<file path="src/rtl/branch_cond_unit_pkg.sv">
`default_nettype none
// ============================================================================
// Package     : branch_cond_unit_pkg
// Description : Shared definitions for the branch condition unit.
//               - VeSPA Bxx condition-field encodings (COND_BRA .. COND_BMI)
//               - CCR bit indices; the ALU flag vector order is {C,Z,N,V},
//                 so C is the MSB and V the LSB.
//               - pack_flags(): builds a flag vector in that order.
// Revision    : 1.0  initial release
// ============================================================================
package branch_cond_unit_pkg;

  // CCR / ALU flag vector bit positions: {C,Z,N,V}
  localparam int CCR_C = 3;
  localparam int CCR_Z = 2;
  localparam int CCR_N = 1;
  localparam int CCR_V = 0;

  // Condition field encodings. Bit 3 inverts the sense of the test in
  // bits 2:0; x111 is reserved.
  localparam logic [3:0] COND_BRA = 4'b0000; // always
  localparam logic [3:0] COND_BNV = 4'b1000; // never
  localparam logic [3:0] COND_BCC = 4'b0001; // ~C
  localparam logic [3:0] COND_BCS = 4'b1001; // C
  localparam logic [3:0] COND_BVC = 4'b0010; // ~V
  localparam logic [3:0] COND_BVS = 4'b1010; // V
  localparam logic [3:0] COND_BEQ = 4'b0011; // Z
  localparam logic [3:0] COND_BNE = 4'b1011; // ~Z
  localparam logic [3:0] COND_BGE = 4'b0100; // ~(N^V)
  localparam logic [3:0] COND_BLT = 4'b1100; // N^V
  localparam logic [3:0] COND_BGT = 4'b0101; // ~(Z|(N^V))
  localparam logic [3:0] COND_BLE = 4'b1101; // Z|(N^V)
  localparam logic [3:0] COND_BPL = 4'b0110; // ~N
  localparam logic [3:0] COND_BMI = 4'b1110; // N

  // Build a flag vector in CCR order from individual ALU flags.
  function automatic logic [3:0] pack_flags(input logic c, input logic z,
                                            input logic n, input logic v);
    logic [3:0] f;
    f        = 4'b0000;
    f[CCR_C] = c;
    f[CCR_Z] = z;
    f[CCR_N] = n;
    f[CCR_V] = v;
    return f;
  endfunction

endpackage
`default_nettype wire

</file>
<file path="src/rtl/branch_cond_unit_cond_eval.sv">
`default_nettype none
// ============================================================================
// Module      : cond_eval
// Description : Purely combinational VeSPA branch condition evaluator.
//               Evaluates a 4-bit condition field against a {C,Z,N,V} flag
//               vector. Reserved encodings (x111) report illegal and are
//               never taken.
// Ports       : cond    [3:0] in   condition field
//               flags   [3:0] in   {C,Z,N,V}
//               taken         out  condition true
//               illegal       out  reserved condition code
// Revision    : 1.0  initial release
// ============================================================================
module cond_eval
  import branch_cond_unit_pkg::*;
(
  input  logic [3:0] cond,
  input  logic [3:0] flags,
  output logic       taken,
  output logic       illegal
);

  logic w_c;
  logic w_z;
  logic w_n;
  logic w_v;
  logic w_lt;   // signed less-than: N xor V

  assign w_c  = flags[CCR_C];
  assign w_z  = flags[CCR_Z];
  assign w_n  = flags[CCR_N];
  assign w_v  = flags[CCR_V];
  assign w_lt = w_n ^ w_v;

  always_comb begin
    taken   = 1'b0;
    illegal = 1'b0;
    case (cond)
      COND_BRA: taken = 1'b1;
      COND_BNV: taken = 1'b0;
      COND_BCC: taken = ~w_c;
      COND_BCS: taken = w_c;
      COND_BVC: taken = ~w_v;
      COND_BVS: taken = w_v;
      COND_BEQ: taken = w_z;
      COND_BNE: taken = ~w_z;
      COND_BGE: taken = ~w_lt;
      COND_BLT: taken = w_lt;
      COND_BGT: taken = ~(w_z | w_lt);
      COND_BLE: taken = w_z | w_lt;
      COND_BPL: taken = ~w_n;
      COND_BMI: taken = w_n;
      default: begin
        // 0111 and 1111
        taken   = 1'b0;
        illegal = 1'b1;
      end
    endcase
  end

endmodule
`default_nettype wire

</file>
<file path="src/rtl/branch_cond_unit.sv">
`default_nettype none
// ============================================================================
// Module      : branch_cond_unit
// Description : Execute-stage branch condition unit. Latches ALU flags into
//               the condition-code register (CCR), evaluates the Bxx
//               condition field against it, and computes the branch target
//               PC + sext(disp). The result is registered (latency 1) and
//               handed to fetch over a valid/ready handshake; single-entry
//               stage, one result per cycle when the consumer is ready.
// Config      : FLAG_BYPASS_EN - when defined, a request accepted in the
//               same cycle as flag_we is evaluated against the incoming
//               flag_* inputs instead of the registered CCR.
// Ports       : clk, reset (async, active-high)
//               flag_we, flag_c/z/n/v        ALU flag update
//               br_valid/br_ready, br_cond, br_pc, br_disp   request
//               flush                        kill held and incoming request
//               res_valid/res_ready, res_taken, res_target, res_illegal
//               ccr [3:0]                    {C,Z,N,V} readback
// Revision    : 1.0  initial release
// ============================================================================
module branch_cond_unit
  import branch_cond_unit_pkg::*;
#(
  parameter int ADDR_WIDTH = 32,
  parameter int DISP_WIDTH = 23
) (
  input  logic                  clk,
  input  logic                  reset,
  input  logic                  flag_we,
  input  logic                  flag_c,
  input  logic                  flag_z,
  input  logic                  flag_n,
  input  logic                  flag_v,
  input  logic                  br_valid,
  output logic                  br_ready,
  input  logic [3:0]            br_cond,
  input  logic [ADDR_WIDTH-1:0] br_pc,
  input  logic [DISP_WIDTH-1:0] br_disp,
  input  logic                  flush,
  output logic                  res_valid,
  input  logic                  res_ready,
  output logic                  res_taken,
  output logic [ADDR_WIDTH-1:0] res_target,
  output logic                  res_illegal,
  output logic [3:0]            ccr
);

  localparam int C_EXT_W = ADDR_WIDTH - DISP_WIDTH;

  logic [3:0]            r_ccr;
  logic                  r_res_valid;
  logic                  r_res_taken;
  logic                  r_res_illegal;
  logic [ADDR_WIDTH-1:0] r_res_target;

  logic [3:0]            w_alu_flags;
  logic [3:0]            w_eval_flags;
  logic                  w_taken;
  logic                  w_illegal;
  logic                  w_accept;
  logic [ADDR_WIDTH-1:0] w_disp_sext;
  logic [ADDR_WIDTH-1:0] w_target;

  assign w_alu_flags = pack_flags(flag_c, flag_z, flag_n, flag_v);

  // --------------------------------------------------------------------------
  // Condition-code register. Independent of flush and of the handshake.
  // --------------------------------------------------------------------------
  always_ff @(posedge clk or posedge reset) begin
    if (reset) begin
      r_ccr <= 4'b0000;
    end else if (flag_we) begin
      r_ccr <= w_alu_flags;
    end
  end

  // Flag source for evaluation. Without the bypass a flag update in the
  // accept cycle is only seen by later requests, so decode must stall one
  // instruction after a flag-setting ALU op.
`ifdef FLAG_BYPASS_EN
  assign w_eval_flags = flag_we ? w_alu_flags : r_ccr;
`else
  assign w_eval_flags = r_ccr;
`endif

  cond_eval u_cond_eval (
    .cond    (br_cond),
    .flags   (w_eval_flags),
    .taken   (w_taken),
    .illegal (w_illegal)
  );

  // Target adder: sign-extend displacement, carry out is discarded so the
  // sum wraps modulo 2^ADDR_WIDTH. Computed regardless of taken.
  assign w_disp_sext = {{C_EXT_W{br_disp[DISP_WIDTH-1]}}, br_disp};
  assign w_target    = br_pc + w_disp_sext;

  // --------------------------------------------------------------------------
  // Handshake. The slot is free when empty or being drained this cycle;
  // flush wins over an incoming request.
  // --------------------------------------------------------------------------
  assign br_ready = ~r_res_valid | res_ready;
  assign w_accept = br_valid & br_ready & ~flush;

  always_ff @(posedge clk or posedge reset) begin
    if (reset) begin
      r_res_valid   <= 1'b0;
      r_res_taken   <= 1'b0;
      r_res_illegal <= 1'b0;
      r_res_target  <= '0;
    end else if (flush) begin
      r_res_valid <= 1'b0;
    end else if (w_accept) begin
      r_res_valid   <= 1'b1;
      r_res_taken   <= w_taken;
      r_res_illegal <= w_illegal;
      r_res_target  <= w_target;
    end else if (res_ready) begin
      r_res_valid <= 1'b0;
    end
  end

  assign res_valid   = r_res_valid;
  assign res_taken   = r_res_taken;
  assign res_illegal = r_res_illegal;
  assign res_target  = r_res_target;
  assign ccr         = r_ccr;

endmodule
`default_nettype wire
</file>
<file path="config.mk">
export PLATFORM = sky130hd
export DESIGN_NAME = branch_cond_unit
export DESIGN_NICKNAME = d
export VERILOG_FILES = /design/src/rtl/branch_cond_unit_pkg.sv /design/src/rtl/branch_cond_unit_cond_eval.sv /design/src/rtl/branch_cond_unit.sv
export SDC_FILE = /design/constraint.sdc
export NUM_CORES = 1
export LEC_CHECK = 0
export CAP_MARGIN = 10
export CORE_ASPECT_RATIO = 0.7
export CORE_MARGIN = 2
export CORE_UTILIZATION = 41
export DETAILED_ROUTE_END_ITERATION = 6
export PLACE_DENSITY = 0.72
export REMOVE_ABC_BUFFERS = 1
export SYNTH_ARGS = -nofsm -noshare
export SYNTH_HDL_FRONTEND = slang
export SYNTH_HIERARCHICAL = 1
export SYNTH_SLANG_ARGS = --single-unit
</file>
<file path="constraint.sdc">
create_clock -name clk -period 1.9 [get_ports clk]
set_input_delay 0.475 -clock clk [delete_from_list [all_inputs] [get_ports clk]]
set_output_delay 0.475 -clock clk [all_outputs]
set_load 0.01 [all_outputs]
</file>
==> results.md <==
- Outcome: complete, but fails checks
- Failing checks: design-rule violations, negative setup slack
- N_diodes: 0
- Post-Syn Area: 3410 um^2
- DRC: 9
- Final period util: 107%
- H-tree levels: 2
- Setup tns final: -1.22 ns
- Final core occ: 81.8%
- Core ar.: 7970 um^2
- DP Worst Slack: -1.00 ns
- CP startpoint kind: input pin
- Count of cell types in the netlist: 63
- Max-slew headroom: between 70 and 80%
- Clk slew on worst S/H paths: 0.07 ns
- Grt ovf: 0
- Die width: 113 um
- Vias in the first global route: 4400
- Initial core utilization: 42.7%
- Multi-input gate area: 3150 um^2
- Router iterations before antenna repair: 7
- Number of synthesized flops with an enable pin: 0
- Filler instances: 493
- Final max-slew violation count: 0
- Clock root cell: clkbuf_16
- Die footprint: 9070 um^2
- WP data required: ~2.1 ns
- Detailed Place HPWL: slightly below 10000 um
- Crit Path Class: input pin to register
- Crit-path max FO: 3
- Layout area overhead: 91.4%
- Static Leak: 2.85 nW
- Worst R2R Path Depth: 7
- Actual slew at the worst max-slew pin: 0.407 ns
- I/O Buffers: 108
- Skew final: 0.00570 ns
- WL/cell: 18.8 um
- Vias/cell: 5.79
- Crit. End Element: register
- Final hold violations: 0
- Leading area contributor after synthesis: dfrtp_1
- CP Data Arrival Time: 2.27 ns
- Post-synth top area share: 28.6%
- Reg area: 976 um^2
- Clock Sinks: 39
- Initial antenna violation count: 0
- Hold_buf cts: 0
- Final instance area: approximately 6500 um^2
- Via count: 4413
- Core Rows: 27
- Max frequency: 493 MHz
- Top-Level Pins: 109
- Placed instance area: 5380 um^2
- Worst-Skew Late Latency: approximately 0.3 ns
- Min Clock Period, post-route: 2.03 ns
- Largest cells by area after synthesis: dfrtp_1 29%, ha_1 11%, nand2_1 7.7%, a21oi_1 6.6%, o21ai_0 4.6%
- Net count, final: 761
- Largest net degree at the start of global routing: 40
- CTS tree: yes
- Async S/R FF share, synth: 100%
- Share of synthesized area occupied by flip-flops and latches: 28.6%
- Initial DRC Count: 377
- Peak VDD IR: between 0.4 and 0.5 mV
- Total Power: 4.44 mW
- Most frequent cells in the layout: 132 x buf_4, 61 x nand2_1, 55 x clkdlybuf4s50_1
- Synthesized area per cell: 8.19 um^2
- GP Congestion: 0.899
- Max Buffers Root-to-Sink: 2
- Power Density: 681 nW/um^2
- Share of cells above drive strength 1: 46.7%
- Worst min path class: register to register
- Antenna-violating nets left: 0
- Yosys reg bits: 39
- Most common cell after layout, fill and taps aside: buf_4
- Max_cap viols: 0
- Total track usage: 31.4%
- Top_reg_cell synth: dfrtp_1
- Worst setup margin: -0.130 ns
- Cell count of the worst hold path: 2
- Num CTS Buffers: 5
- Cell count after synthesis: 416
- Syn. warnings: 6
- First-pass GRT wire length: 22500 um
- Endpoints failing setup: 16
- RSZ-0062 raised after global routing: yes
- Drt total wl: around 14000 um
- Die height: 80.3 um
==> cell usage after synthesis, drive strengths merged (5+ instances only) <==
library cell	count
buf	10
nor2	24
ha	31
nand2	70
o211ai	6
a21o	12
or3	5
a211o	5
dfrtp	39
xnor2	10
nand3	17
a21oi	46
and3	5
inv	5
nor3	9
xor2	11
nand4	11
o21a	5
o21ai	40
==> repair_timing <==
item	CTS	global route
setup endpoints to repair	28	24
buffers inserted	29	7
cloned	0	0
pin swaps	77	37
gates resized for setup	296	40
==> final cells by class <==
type,count,share of cell area [%]
clock buffers,5,1.92
clock inverters,3,0.671
repair buffers,251,31.9
inverters,5,0.288
multi-input cells,358,48.3
flip-flops and latches,39,15.0
well taps,101,1.94
==> flip-flops by register name, summed over array words and instances (netlist names) <==
name,cells
ccr,4
res_illegal,1
res_taken,1
res_target,32
res_valid,1
==> report_power, final <==
| part | total [mW] | internal [mW] | switching [mW] |
|---|---|---|---|
| combinational | 2.29 | 1.24 | 1.06 |
| clock | 1.03 | 0.621 | 0.409 |
| sequential | 1.12 | 1.01 | 0.111 |
| total | 4.44 | 2.87 | 1.58 |
==> cell families (layout without fill, tap and decap cells) <==
group	after synthesis	after routing	share of synthesized area (%)
and+or+nand+nor	156	156	22.0
DFF	39	39	28.6
muxes	5	5	1.62
xor gates and xnor gates	21	21	5.40
adders and majority gates	32	32	12.0
AOI/OAI and AO/OA	144	144	27.9
buffers and inverters	19	264	2.53
==> path summary, 6_finish.rpt <==
path                                    start              to  slack (ns)
worst max register to register      res_valid  res_target[25]        0.14
min in group asynchronous               reset   res_target[4]        0.52
worst min register to register  res_target[1]   res_target[1]        0.48
worst max-delay path                 br_pc[6]  res_target[20]       -0.13
worst min-delay path            res_target[1]   res_target[1]        0.48
max in group asynchronous               reset   res_target[9]        1.15
==> per-layer routing <==
| layer | vias up | wire, um | global-route usage (%) |
|---|---|---|---|
| met1 | 2139 | 6320 | 42.3 |
| met4 | 0 | 297 | 9.39 |
| met3 | 31 | 926 | 4.98 |
| met5 | - | 0 | 0 |
| met2 | 197 | 6740 | 52.6 |
| li1 | 2046 | - | - |
==> per-stage QoR <==
stage	hold slack, ns	instances
6_report	0.477	762
5_1_grt	0.506	762
4_1_cts	0.481	755
3_5_place_dp	0.467	719
3_3_place_gp	0.460	719
2_1_floorplan	0.514	402
==> worst max-delay path, stage by stage <==
cell     delay (ns)
buf_2          0.11
ha_4           0.28
buf_6          0.10
o21a_1         0.16
and4_4         0.25
a21oi_4        0.08
buf_4          0.14
o21a_1         0.16
or4_1          0.40
nand3_1        0.10
Power figures use the tool's default switching activity.
